File: config.mk
export PLATFORM = sky130hd
export DESIGN_NAME = optic_flow_accum_ci
export DESIGN_NICKNAME = d
export VERILOG_FILES = /design/src/rtl/optic_flow_accum_ci.sv
export SDC_FILE = /design/constraint.sdc
export NUM_CORES = 1
export LEC_CHECK = 0
export CORE_ASPECT_RATIO = 0.6
export CORE_MARGIN = 1.5
export CORE_UTILIZATION = 45
export DETAILED_ROUTE_END_ITERATION = 12
export PLACE_DENSITY = 0.8
export SLEW_MARGIN = 40
export SYNTH_ARGS = -nofsm -noshare
export SYNTH_HDL_FRONTEND = slang
export SYNTH_SLANG_ARGS = --single-unit
File: constraint.sdc
create_clock -name clock -period 7.6 [get_ports clock]
set_input_delay 1.14 -clock clock [delete_from_list [all_inputs] [get_ports clock]]
set_output_delay 1.14 -clock clock [all_outputs]
set_load 0.005 [all_outputs]
File: src/rtl/optic_flow_accum_ci.sv
// Optic-flow custom instruction for the OpenRISC virtual prototype.
// The compute opcode turns two gradient words into 8 per-pixel flow nibbles
// and accumulates the direction totals. The control opcode clears, reads or
// reports the status of those totals.
//
// Handshake: a cycle with start=1 and ciN equal to one of the two opcodes is
// accepted unconditionally. done pulses high for exactly the following cycle,
// and result carries the answer in that cycle. result is 0 whenever done is 0,
// so several blocks can share an OR-ed result bus. There is no busy state, so
// start may assert again in the cycle where done is high.
module optic_flow_accum_ci #(
    parameter logic [7:0] customInstructionId = 8'd0,
    parameter int         COUNT_WIDTH         = 16,
    parameter bit         SATURATE            = 1'b1
) (
    input  logic        clock,
    input  logic        reset,
    input  logic        start,
    input  logic [7:0]  ciN,
    input  logic [31:0] valueA,
    input  logic [31:0] valueB,
    output logic        done,
    output logic [31:0] result
);

    // Control opcode is the next ID; the 8-bit add wraps 255 to 0.
    localparam logic [7:0] CTRL_ID = customInstructionId + 8'd1;

    typedef enum logic [1:0] {
        OP_CLEAR      = 2'd0,
        OP_READ       = 2'd1,
        OP_READ_CLEAR = 2'd2,
        OP_STATUS     = 2'd3
    } ctrl_op_e;

    // Counter order: 0 up, 1 down, 2 left, 3 right, 4 words.
    logic [COUNT_WIDTH-1:0] cnt     [5];
    logic [COUNT_WIDTH-1:0] cnt_nxt [5];
    logic                   done_nxt;
    logic [31:0]            result_nxt;

    logic       compute_hit;
    logic       ctrl_hit;
    ctrl_op_e   op;
    logic [2:0] sel;

    assign compute_hit = start && (ciN == customInstructionId);
    assign ctrl_hit    = start && (ciN == CTRL_ID);
    assign op          = ctrl_op_e'(valueA[1:0]);
    assign sel         = valueB[2:0];

    // Per-pixel gradient bits. Index 8 of the x vectors is the zero pad that
    // the rightmost pixel sees as its neighbour.
    logic [8:0]  ux, pux;
    logic [7:0]  uy, dy, puy, pdy;
    logic [7:0]  up_v, down_v, left_v, right_v;
    logic [31:0] flow;
    logic [15:0] unused_lower_x;
    logic        la, ra, ua, da;

    function automatic logic [3:0] popcount8(input logic [7:0] v);
        logic [3:0] c;
        c = 4'd0;
        for (int i = 0; i < 8; i++) begin
            c = c + {3'd0, v[i]};
        end
        return c;
    endfunction

    // Add 0..8 to a counter, clamping or wrapping on overflow.
    function automatic logic [COUNT_WIDTH-1:0] count_add(
        input logic [COUNT_WIDTH-1:0] a,
        input logic [3:0]             inc
    );
        logic [COUNT_WIDTH:0] s;
        s = {1'b0, a} + {{(COUNT_WIDTH-3){1'b0}}, inc};
        if (SATURATE && s[COUNT_WIDTH]) begin
            return '1;
        end
        return s[COUNT_WIDTH-1:0];
    endfunction

    // Unpack operands and form the 8 flow nibbles.
    always_comb begin
        ux             = '0;
        pux            = '0;
        uy             = '0;
        dy             = '0;
        puy            = '0;
        pdy            = '0;
        up_v           = '0;
        down_v         = '0;
        left_v         = '0;
        right_v        = '0;
        flow           = '0;
        unused_lower_x = '0;
        la             = 1'b0;
        ra             = 1'b0;
        ua             = 1'b0;
        da             = 1'b0;
        for (int i = 0; i < 8; i++) begin
            ux[i]  = valueA[16 + 2*i];
            uy[i]  = valueA[17 + 2*i];
            dy[i]  = valueA[2*i + 1];
            pux[i] = valueB[16 + 2*i];
            puy[i] = valueB[17 + 2*i];
            pdy[i] = valueB[2*i + 1];
            // Lower-row x bits carry no flow information.
            unused_lower_x[i]     = valueA[2*i];
            unused_lower_x[8 + i] = valueB[2*i];
        end
        for (int i = 0; i < 8; i++) begin
            la         = ux[i] & pux[i+1];
            ra         = ux[i+1] & pux[i];
            ua         = uy[i] & pdy[i];
            da         = dy[i] & puy[i];
            up_v[i]    = ua & ~da;
            down_v[i]  = da & ~ua;
            left_v[i]  = la & ~ra;
            right_v[i] = ra & ~la;
            flow[4*i +: 4] = {up_v[i], down_v[i], left_v[i], right_v[i]};
        end
    end

    // Decode the accepted instruction into next counter values and result.
    always_comb begin
        for (int k = 0; k < 5; k++) begin
            cnt_nxt[k] = cnt[k];
        end
        done_nxt   = 1'b0;
        result_nxt = '0;
        if (compute_hit) begin
            done_nxt   = 1'b1;
            result_nxt = flow;
            cnt_nxt[0] = count_add(cnt[0], popcount8(up_v));
            cnt_nxt[1] = count_add(cnt[1], popcount8(down_v));
            cnt_nxt[2] = count_add(cnt[2], popcount8(left_v));
            cnt_nxt[3] = count_add(cnt[3], popcount8(right_v));
            cnt_nxt[4] = count_add(cnt[4], 4'd1);
        end else if (ctrl_hit) begin
            done_nxt = 1'b1;
            case (op)
                OP_CLEAR: begin
                    for (int k = 0; k < 5; k++) begin
                        cnt_nxt[k] = '0;
                    end
                end
                OP_READ, OP_READ_CLEAR: begin
                    // Selects 5..7 match no counter: read 0, clear nothing.
                    for (int k = 0; k < 5; k++) begin
                        if (sel == 3'(k)) begin
                            result_nxt = 32'(cnt[k]);
                            if (op == OP_READ_CLEAR) begin
                                cnt_nxt[k] = '0;
                            end
                        end
                    end
                end
                OP_STATUS: begin
                    for (int k = 0; k < 5; k++) begin
                        result_nxt[k] = &cnt[k];
                    end
                end
                default: result_nxt = '0;
            endcase
        end
    end

    // Register outputs and counters; reset wins over any start.
    always_ff @(posedge clock) begin
        if (reset) begin
            done   <= 1'b0;
            result <= '0;
            for (int k = 0; k < 5; k++) begin
                cnt[k] <= '0;
            end
        end else begin
            done   <= done_nxt;
            result <= result_nxt;
            for (int k = 0; k < 5; k++) begin
                cnt[k] <= cnt_nxt[k];
            end
        end
    end

endmodule

Word level (Yosys, flattened, before mapping)
Memories as Yosys holds them, arrays and structs flattened.
Index checks and enable logic that the tools add are counted.
{ "totals": {"out_inout_bits": 33, "input_bits": 75, "ramBits": 80, "memories": 1, "wordCells": 204, "register_bits": 33} }
{ "op_classes": {"n_reduce_logical": 12, "n_mux": 52, "add_sub_neg": 31, "n_eq_ne": 8, "n_bitwise": 97} }
{ "memory_table": {"columns": ["name", "words", "width", "rd", "rd_clocked_by_memory_dff", "wr", "line", "source"], "rows": [
  ["cnt", 5, 16, 5, 0, 5, "37", "logic [COUNT_WIDTH-1:0] cnt [5];"]
]} }
{ "op_table": {"columns": ["operator", "count"], "rows": [
  ["$mux 16", 26],
  ["$mux 32", 6],
  ["$mux 80", 2],
  ["$pmux 80 s2", 1],
  ["$reduce_and 16->1", 5],
  ["$add 16x4->17", 4],
  ["$and 1x1->1", 60],
  ["$add 4x1->4", 14],
  ["$not 1->1", 32],
  ["$mux 27", 1],
  ["$add 16x1->17 const B", 1],
  ["$add 3x1->4", 4],
  ["$mux 1", 15],
  ["$add 2x1->3", 4],
  ["$pmux 5 s2", 1],
  ["$add 1x1->2", 4],
  ["$eq 8x1->1 const B", 1],
  ["$logic_not 8->1", 1],
  ["$reduce_or 8->1", 1],
  ["$eq 3x2->1 const B", 2],
  ["$or 1x1->1", 5],
  ["$eq 2x2->1 const B", 2],
  ["$eq 3x1->1 const B", 1],
  ["$eq 3x3->1 const B", 1],
  ["5 further kinds", 6]
]} }

Longest topological paths before layout
{ "depth": {"depth_word": 16, "mapped_depth": 15, "mapped_depth_nobuf": 13} }

Worst setup path before layout
No wires, ideal clock.
{ "synth_path": {"kind": "input to register", "start": "input port valueB[1]", "end": "memory cnt[0][12]", "path_buffers": 2, "setup_time_ps": 117, "required_time_ps": 7483, "stages": 14, "t_arrival_ps": 5138, "slack_ps": 2345, "cell_sequence": "buf_1 > clkbuf_1 > nand3_1 > fa_1 > fa_1 > fa_1 > fa_1 > inv_1 > fa_1 > nand3_1 > a21boi_0 > nand3_1 > a21o_1 > a32o_1"} }
{ "synth_rtl": {"columns": ["element", "line", "source"], "rows": [
  ["from (decl)", "21", "input logic [31:0] valueB,"],
  ["to (decl)", "37", null]
]} }

==> results by group <==
Outcome
  • Status: completed

Pwr
  • Max VDD drop: 114 uV
  • Leak Pwr: approximately 0.0033 uW
  • Combinational fraction of design power: 0.116
  • Switching power: roughly 320 uW
  • Pwr/cell area: ~140 mW/mm^2
  • Internal power: about 890 uW
  • Seq pwr share: 0.481
  • Sw frac: 0.265
  • Clock power share: 0.403

CTS
  • # hold bufs at CTS: 0
  • Worst-Skew Late Latency: 0.36 ns
  • Clock Path Buffers: 2
  • Clock-pin transition on the worst setup and hold timing paths: ~0.08 ns
  • Clock sink count: roughly 110
  • Number of post-CTS setup repair buffers: 0
  • H-tree depth: 3
  • Root buffer cell: clkbuf_16
  • CTS tree: yes
  • Resized cells post-CTS: 0
  • Total CTS buffers: 9

Logic synthesis
  • Synth area leaders: dfxtp_1 (32%), o21ai_0 (6.9%), ha_1 (5.4%)
  • Synth Flop Type: dfxtp_1
  • Synthesized area per cell: 8.17 um^2
  • Top-count cell post-synth: dfxtp_1
  • Post-synth cell types: between 60 and 70
  • Post-synth top area share: 0.317
  • Syn. warnings: 0
  • Flop and latch count out of synthesis: around 110
  • Ys async rst share: 0
  • Cell Area, Synth: 0.00700 mm^2
  • Sequential fraction of the synthesis area: 0.317
  • EDFF count, synth: 0
  • Synth Instances: between 800 and 900
  • Most frequent cells after synthesis: dfxtp_1 (111), o21ai_0 (96), nand2_1 (70)
  • Top cell type by total area after synthesis: dfxtp_1

Setup path
  • Crit start category: input port
  • Max incr delay on CP: 0.57 ns
  • Reg2reg end: cnt[0][10]
  • R2R Setup Slk: slightly above 4 ns
  • Top delay family on crit path: adder cells
  • WS Path Type: input port to flip-flop
  • Worst path depth: 14
  • Worst-path fanout max: 22
  • Worst path buffer plus inverter count: 3
  • R2R depth: 11
  • Critical path cell sequence: clkdlybuf4s50_1 > buf_4 > nand3_1 > fa_1 > fa_1 > fa_1 > fa_1 > inv_1 > fa_1 > nand3_1 > and2_1 > nor3_1 > o21ai_0 > a21oi_1
  • Most used cell, CP: fa_1
  • Reg2reg start: cnt[0][0]
  • Critical path's slowest cell: nor3_1
  • Crit path DAT: 5.67 ns
  • Critical Path End Type: flip-flop
  • Critical path data required time: 7.90 ns

Die
  • Die Ht: 99.6 um
  • Full die area: roughly 0.016 mm^2
  • Initial Util: 0.458
  • Ports: 108
  • Core Box Area: 0.0153 mm^2
  • Rows: 35
  • Horiz. Die Dim: around 160 um

Placed design
  • Port buffer count: between 90 and 100
  • Hpwl dp: between 15000 and 20000 um
  • # placed instances: 1112
  • GPL Wtd Cong: around 1.0

Timing
  • Relative slew slack: 0.463
  • Final setup fails: 0
  • Slew Viols, Final: 0
  • Worst-Margin Slew: slightly below 0.8 ns
  • Fin Setup TNS: 0 ns
  • Tcrit/Tclk final: 0.707
  • Min Tclk post-route: around 5.4 ns
  • Hold Vio Cnt, Final: 0
  • Fin Clk Skew: ~0.009 ns
  • RSZ-0062 raised after global routing: no
  • Fmax: around 0.19 GHz

Min path
  • Hold Crit Depth: 2
  • Worst hold endpoint: cnt[0][34]
  • Hold_sp: cnt[0][34]
  • Hold crit path type: flip-flop to flip-flop

Detailed routing
  • DRC viols: 0
  • Routed WL: about 22000 um
  • Starting DRT DRC Count: around 940
  • Drt first pass iters: 5
  • Remaining antenna violation count: 0
  • Via Count: approximately 7000
  • Via density: between 6 and 7
  • WL/cell: a little under 20 um

Global routing
  • GRT Total Usage: 0.275
  • Largest net degree at the start of global routing: 60
  • First-pass GRT wire length: about 35000 um
  • Global route overflow: 0
  • Vias in the first global route: 6382
  • Initial antenna violation count: 1

Layout
  • Layout Cells excl Fill: approximately 1100
  • Layout cells sized above 1: 0.0562
  • Diodes inserted: 0
  • Final nets: around 1000
  • Area grow syn2layout: 20.0%

Run
  • Max_cap viols: 0
-- layout make-up --
class,count,area [um^2]
Tap cell,203,254
Inverter,33,124
Sequential cell,111,2220
Fill cell,1391,6880
Timing Repair Buffer,100,981
Clock inverter,6,63.8
Multi-Input combinational cell,665,4520
Clock buffer,10,239
-- worst max path at each step --
stage                   start    endpoint  slack, ns
finish              valueB[1]  cnt[0][10]       2.23
global route        valueB[1]  cnt[0][12]       2.06
detailed placement  valueB[1]  cnt[0][12]       1.97
floorplan           valueB[1]  cnt[0][12]       2.34
CTS                 valueB[1]  cnt[0][10]       2.36
global placement    valueB[1]  cnt[0][12]       2.03
-- worst min-delay path: cells and delay by family, from the launching register on --
family	cells	cell delay (ns)
flops	1	0.35
simple gates	2	0.10
-- cell usage in the layout, fill, tap and decap left out, types with 5 or more instances in the layout --
cell type          n
nand3_1           43
mux4_2            10
nor3_1            19
o21a_1             7
buf_4              8
a31oi_1           13
o22ai_1           17
clkbuf_16          9
ha_1              30
nor2_1            57
a21o_1            31
clkdlybuf4s50_1   92
and3_1            12
nor2b_1            8
fa_1              18
a41oi_1            7
o211ai_1           7
a22oi_1           22
nand4_1           16
or3_1              6
and2_1            12
a21oi_1           66
a22o_1            14
xor2_1             6
and4_1             7
inv_1             33
o21ai_0           96
mux2i_1            5
dfxtp_1          111
nand2_1           70
-- power groups by stage --
| stage | clock (uW) | combinational, uW | sequential, uW |
|---|---|---|---|
| 2_1_floorplan | 0 | 77.9 | 595 |
| 5_1_grt | 516 | 157 | 581 |
| 4_1_cts | 494 | 139 | 581 |
| 6_report | 487 | 140 | 581 |
| 3_3_place_gp | 0 | 133 | 595 |
| 3_5_place_dp | 0 | 138 | 595 |
-- per-layer routing --
metal | global-route usage | vias to the layer above | part of all wire
met5 | 0 | - | 0
met4 | 0.0573 | 0 | 0.016
met3 | 0.102 | 43 | 0.16
met2 | 0.371 | 501 | 0.38
met1 | 0.409 | 3333 | 0.45
li1 | - | 3317 | -
-- logic make-up (layout without fill, tap and decap cells) --
group | after synthesis | count (layout) | share of synthesized area
adders and majority gates | 48 | 48 | 0.105
DFF | 111 | 111 | 0.317
buffers and inverters | 82 | 149 | 0.0463
other | 1 | 2 | 0.000535
muxes | 18 | 18 | 0.0441
AOI/OAI and AO/OA | 311 | 311 | 0.278
and+or+nand+nor | 280 | 280 | 0.202
xor gates and xnor gates | 6 | 6 | 0.00750
-- flip-flops by register name (all words and copies together), names as in the netlist --
register,flops
cnt,80
result,30
done,1
-- metrics by stage --
stage / power [uW] / hold slack (ns) / instance area [um^2] / util / setup slack (ns)
detailed placement: 733 / 0.476 / 8080 / 0.529 / 1.97
global placement: 728 / 0.466 / 8060 / 0.527 / 2.03
CTS: 1210 / 0.488 / 8380 / 0.549 / 2.36
global route: 1260 / 0.512 / 8400 / 0.550 / 2.06
finish: 1210 / 0.487 / 8400 / 0.550 / 2.23
floorplan: 673 / 0.445 / 7010 / - / 2.34
Note: power is estimated with default switching activity, not from simulation.
==> RTL change 1 (same flow settings) <==
Reset style: asynchronous (`reset`), changed in one clocked block.
--- a/src/rtl/optic_flow_accum_ci.sv
+++ b/src/rtl/optic_flow_accum_ci.sv
@@ -169,3 +169,3 @@
     // Register outputs and counters; reset wins over any start.
-    always_ff @(posedge clock) begin
+    always_ff @(posedge clock or posedge reset) begin
         if (reset) begin
Behaviour: differs if reset is asserted again (counterexample within 4 cycles, from zero or initial values and one cycle with reset high); with reset held inactive, the same outputs for 4 cycles.
==> RTL change 1 against the unedited design <==
- global-route usage shrank 0.42 points
- cell area rose by 5.3%
- routed wire length is 1.8% higher
- area after synthesis up 6.4%
- hold slack better by 0.048 ns
- setup slack got worse by 0.32 ns
- total power grew 5.9%
- register-to-register slack got worse by 0.80 ns
- sequential cell count unchanged
- clock power up 6.6%
- final cell count fell by 2.3%
- sequential power up 4.6%
- highest routed layer unchanged
==> RTL change 1: results (changes against the unedited design) <==
Status
  • Status: completed (unchanged)

Worst setup path
  • R2R Path Start: cnt[64]$_DFFE_PP0P_ (was cnt[0][0]$_SDFFE_PP0P_)
  • Data arrival time of the critical path: 5.91 ns (was 5.67 ns)
  • Slowest cell on crit path: fa_1 (was nor3_1)

Logic synthesis
  • Fraction of registers with async set or reset after synthesis: 100.0% (was 0%)
  • Post-Synth XOR/XNOR Area: 0.9401% (was 0.7503%)
  • Biggest area contributors in the synthesized netlist: dfrtp_1 37%, o21ai_0 5.2%, ha_1 5.0%, fa_1 4.8%, mux4_2 4.8% (was dfxtp_1 32%, o21ai_0 6.9%, ha_1 5.4%, fa_1 5.1%, a21oi_1 4.7%)
  • Number of unique standard cell types used by synthesis: 64 (was 63)
  • Sequential area share after synthesis: 37.27% (was 31.73%)
  • Portion of netlist area occupied by mux cells: 4.969% (was 4.412%)
  • Complex-gate fraction of the synthesized area: 23.75% (was 27.76%)

Layout
  • Clock network share of area: 3.521% (was 3.604%)
  • Multi-input gates: 643 (was 665)
  • Antenna cells: 1 (was 0)
  • Share of the core filled with cells: 54.57% (was 54.97%)
  • Layout cell share with drive strength beyond 1: 6.951% (was 5.622%)
  • Sequential cell count of the final layout: 111 (unchanged)
  • P&R area growth vs syn: 18.72% (was 19.95%)
  • Fin nets: 1012 (was 1043)
  • Non-Clock Buffer Area Fraction: 11.00% (was 11.68%)
  • Sequential share of cell area: 31.39% (was 26.45%)

Hold path
  • Hold Path End: cnt[49]$_DFFE_PP0P_ (was cnt[0][34]$_SDFFE_PP0P_)

Routing
  • Via/cell ratio: 6.405 (was 6.378)
  • 1st-iter DRT viols: 995 (was 943)
  • Average wire per standard cell: 20.30 µm (was 19.47 µm)

Place
  • HPWL Detailed: 16200 µm (was 16460 µm)
  • Cell Area, Placed: 8517 µm² (was 8082 µm²)

Power and ir drop
  • Max IR drop VDD: 0.09620 mV (was 0.1143 mV)
  • Static power due to leakage: 0.003833 µW (was 0.003269 µW)
  • Pwr dens: 144.6 nW/µm² (was 143.8 nW/µm²)

Timing
  • Transition at the pin with the smallest max-transition slack: 0.8474 ns (was 0.7847 ns)
  • Worst clock skew: 0.01759 ns (was 0.008746 ns)

Global routing
  • Vias in the first global route: 6542 (was 6382)
  • Global-route wire length before repair: 36070 µm (was 34960 µm)
RTL change 1: power breakdown:
group          internal (µW)  switching [µW]  total (µW)
logic                   71.3            82.2         153
registers                596            11.3         608
clock network            296             223         519
RTL change 1: stage by stage:
step / hold slack, ns / worst slack [ns]
finish: 0.5348 / 1.909
global route: 0.5721 / 1.791
CTS: 0.5272 / 2.003
detailed placement: 0.5092 / 1.643
global placement: 0.5062 / 1.680
floorplan: 0.4766 / 2.366
RTL change 1: worst max-delay path, delay by kind of cell:
kind / cells / cell delay [ns]
AND/OR/NAND/NOR: 3 / 0.55
buffers and inverters: 4 / 0.93
adder cells (fa/ha/maj): 5 / 2.23
AO/OA/AOI/OAI: 4 / 1.05
RTL change 1: metal layers:
metal	part of all wire, %	GRT usage, %	routed length (µm)
met3	13	8.292	2820
met2	41	39.16	9236
met5	0	0	0
met1	44	39.43	9893
met4	1.9	6.807	418
==> RTL change 2 (same settings) <==
Without the edit above. Change the parameter `COUNT_WIDTH` from 16 to 32.
--- a/src/rtl/optic_flow_accum_ci.sv
+++ b/src/rtl/optic_flow_accum_ci.sv
@@ -12,3 +12,3 @@
     parameter logic [7:0] customInstructionId = 8'd0,
-    parameter int         COUNT_WIDTH         = 16,
+    parameter int         COUNT_WIDTH         = 32,
     parameter bit         SATURATE            = 1'b1
Check against the original RTL: no difference found for any inputs over 4 cycles, from zero or initial values and one cycle with reset high; that may be too few to reach the edited logic, so the function may still have changed.
==> RTL change 2 against the unedited design <==
- routed wire length is 140% higher
- maximum frequency down 13%
- sequential cell count rose by 82
- total power increased by 76%
- cell area increased by 76%
- setup slack lost 0.78 ns
- via count is 110% higher
- area after synthesis is 86% higher
- critical path type unchanged
- largest cell class unchanged
==> RTL change 2: results (changes against the unedited design) <==
Logic synthesis
  • Most frequent cells after synthesis: 193 x dfxtp_1, 152 x nand2_1, 130 x o21ai_0, 112 x a21oi_1, 84 x nor2_1 (was 111 x dfxtp_1, 96 x o21ai_0, 70 x nand2_1, 66 x a21oi_1, 57 x nor2_1)
  • Sequential area share after synthesis: 29.64% (was 31.73%)
  • Number of unique standard cell types used by synthesis: 87 (was 63)
  • Complex-gate fraction of the synthesized area: 27.94% (was 27.76%)
  • Portion of netlist area occupied by mux cells: 5.549% (was 4.412%)
  • Biggest area contributors in the synthesized netlist: dfxtp_1 30%, o21ai_0 5.0%, mux4_2 4.8%, nand2_1 4.4%, a21oi_1 4.3% (was dfxtp_1 32%, o21ai_0 6.9%, ha_1 5.4%, fa_1 5.1%, a21oi_1 4.7%)
  • Post-Synth XOR/XNOR Area: 0.5376% (was 0.7503%)

Global routing
  • Global-route total usage across every layer: 34.46% (was 27.45%)
  • Global-route wire length before repair: 78950 µm (was 34960 µm)
  • Global routing usage on met1: 47.52% (was 40.88%)
  • Antenna violations before repair: 4 (was 1)

Layout
  • Cell Count, Final, Fillers Out: 2021 (was 1128)

Status
  • Status: completed (unchanged)

Timing
  • Hold slack final: 0.5059 ns (was 0.4873 ns)
  • Final worst-path setup slack: 1.449 ns (was 2.227 ns)

Routing
  • Top routing layer in use: met5 (was met4)
  • Via/cell ratio: 7.318 (was 6.378)
  • Drt pass-1 iters: 8 (was 5)
  • Met2 wire length: 19420 µm (was 8316 µm)
  • Length of routed met3 wiring: 10410 µm (was 3431 µm)
  • Met1 routed wirelength after detailed routing: 20520 µm (was 9869 µm)

Clock tree
  • Inserted Clock Buffers: 17 (was 9)
  • # H-tree levels: 4 (was 3)

Power and ir drop
  • Static power due to leakage: 0.004998 µW (was 0.003269 µW)

Place
  • Port Buffers: 94 (was 92)

Hold path
  • Hold Path End: cnt[0][140]$_SDFFE_PP0P_ (was cnt[0][34]$_SDFFE_PP0P_)

Worst setup path
  • Crit path from: valueA[1] (was valueB[1])
  • Slowest cell on crit path: a211oi_1 (was nor3_1)
-- RTL change 2: cell count changes after synthesis, sizes merged, moves of 39 or more --
cell and change:
nand3 +42, nand2 +82, nor4 +39, nand4 +40
a21oi +46, dfxtp +82, a31oi +53
-- RTL change 2: cells by family (layout without fill, tap and decap cells) --
kind of cell / Yosys count / in the layout
flops: 193 / 193
buf+inv: 170 / 202
other cells: 0 / 1
simple gates: 603 / 603
mux: 37 / 37
xor+xnor: 8 / 8
fa+ha+maj: 48 / 48
compound gates: 554 / 554
-- RTL change 2: power breakdown --
group          switching, µW  internal (µW)
clock                    497            443
combinational            106           72.7
sequential             0.189           1010
-- RTL change 2: area by class of cell --
class	count	area share [%]
inverters	58	1.475
clock inverters	15	1.077
diodes	1	0.01696
well taps	375	3.180
multi-input cells	1250	57.94
clock buffers	17	2.883
repair buffers	112	7.249
flip-flops and latches	193	26.18
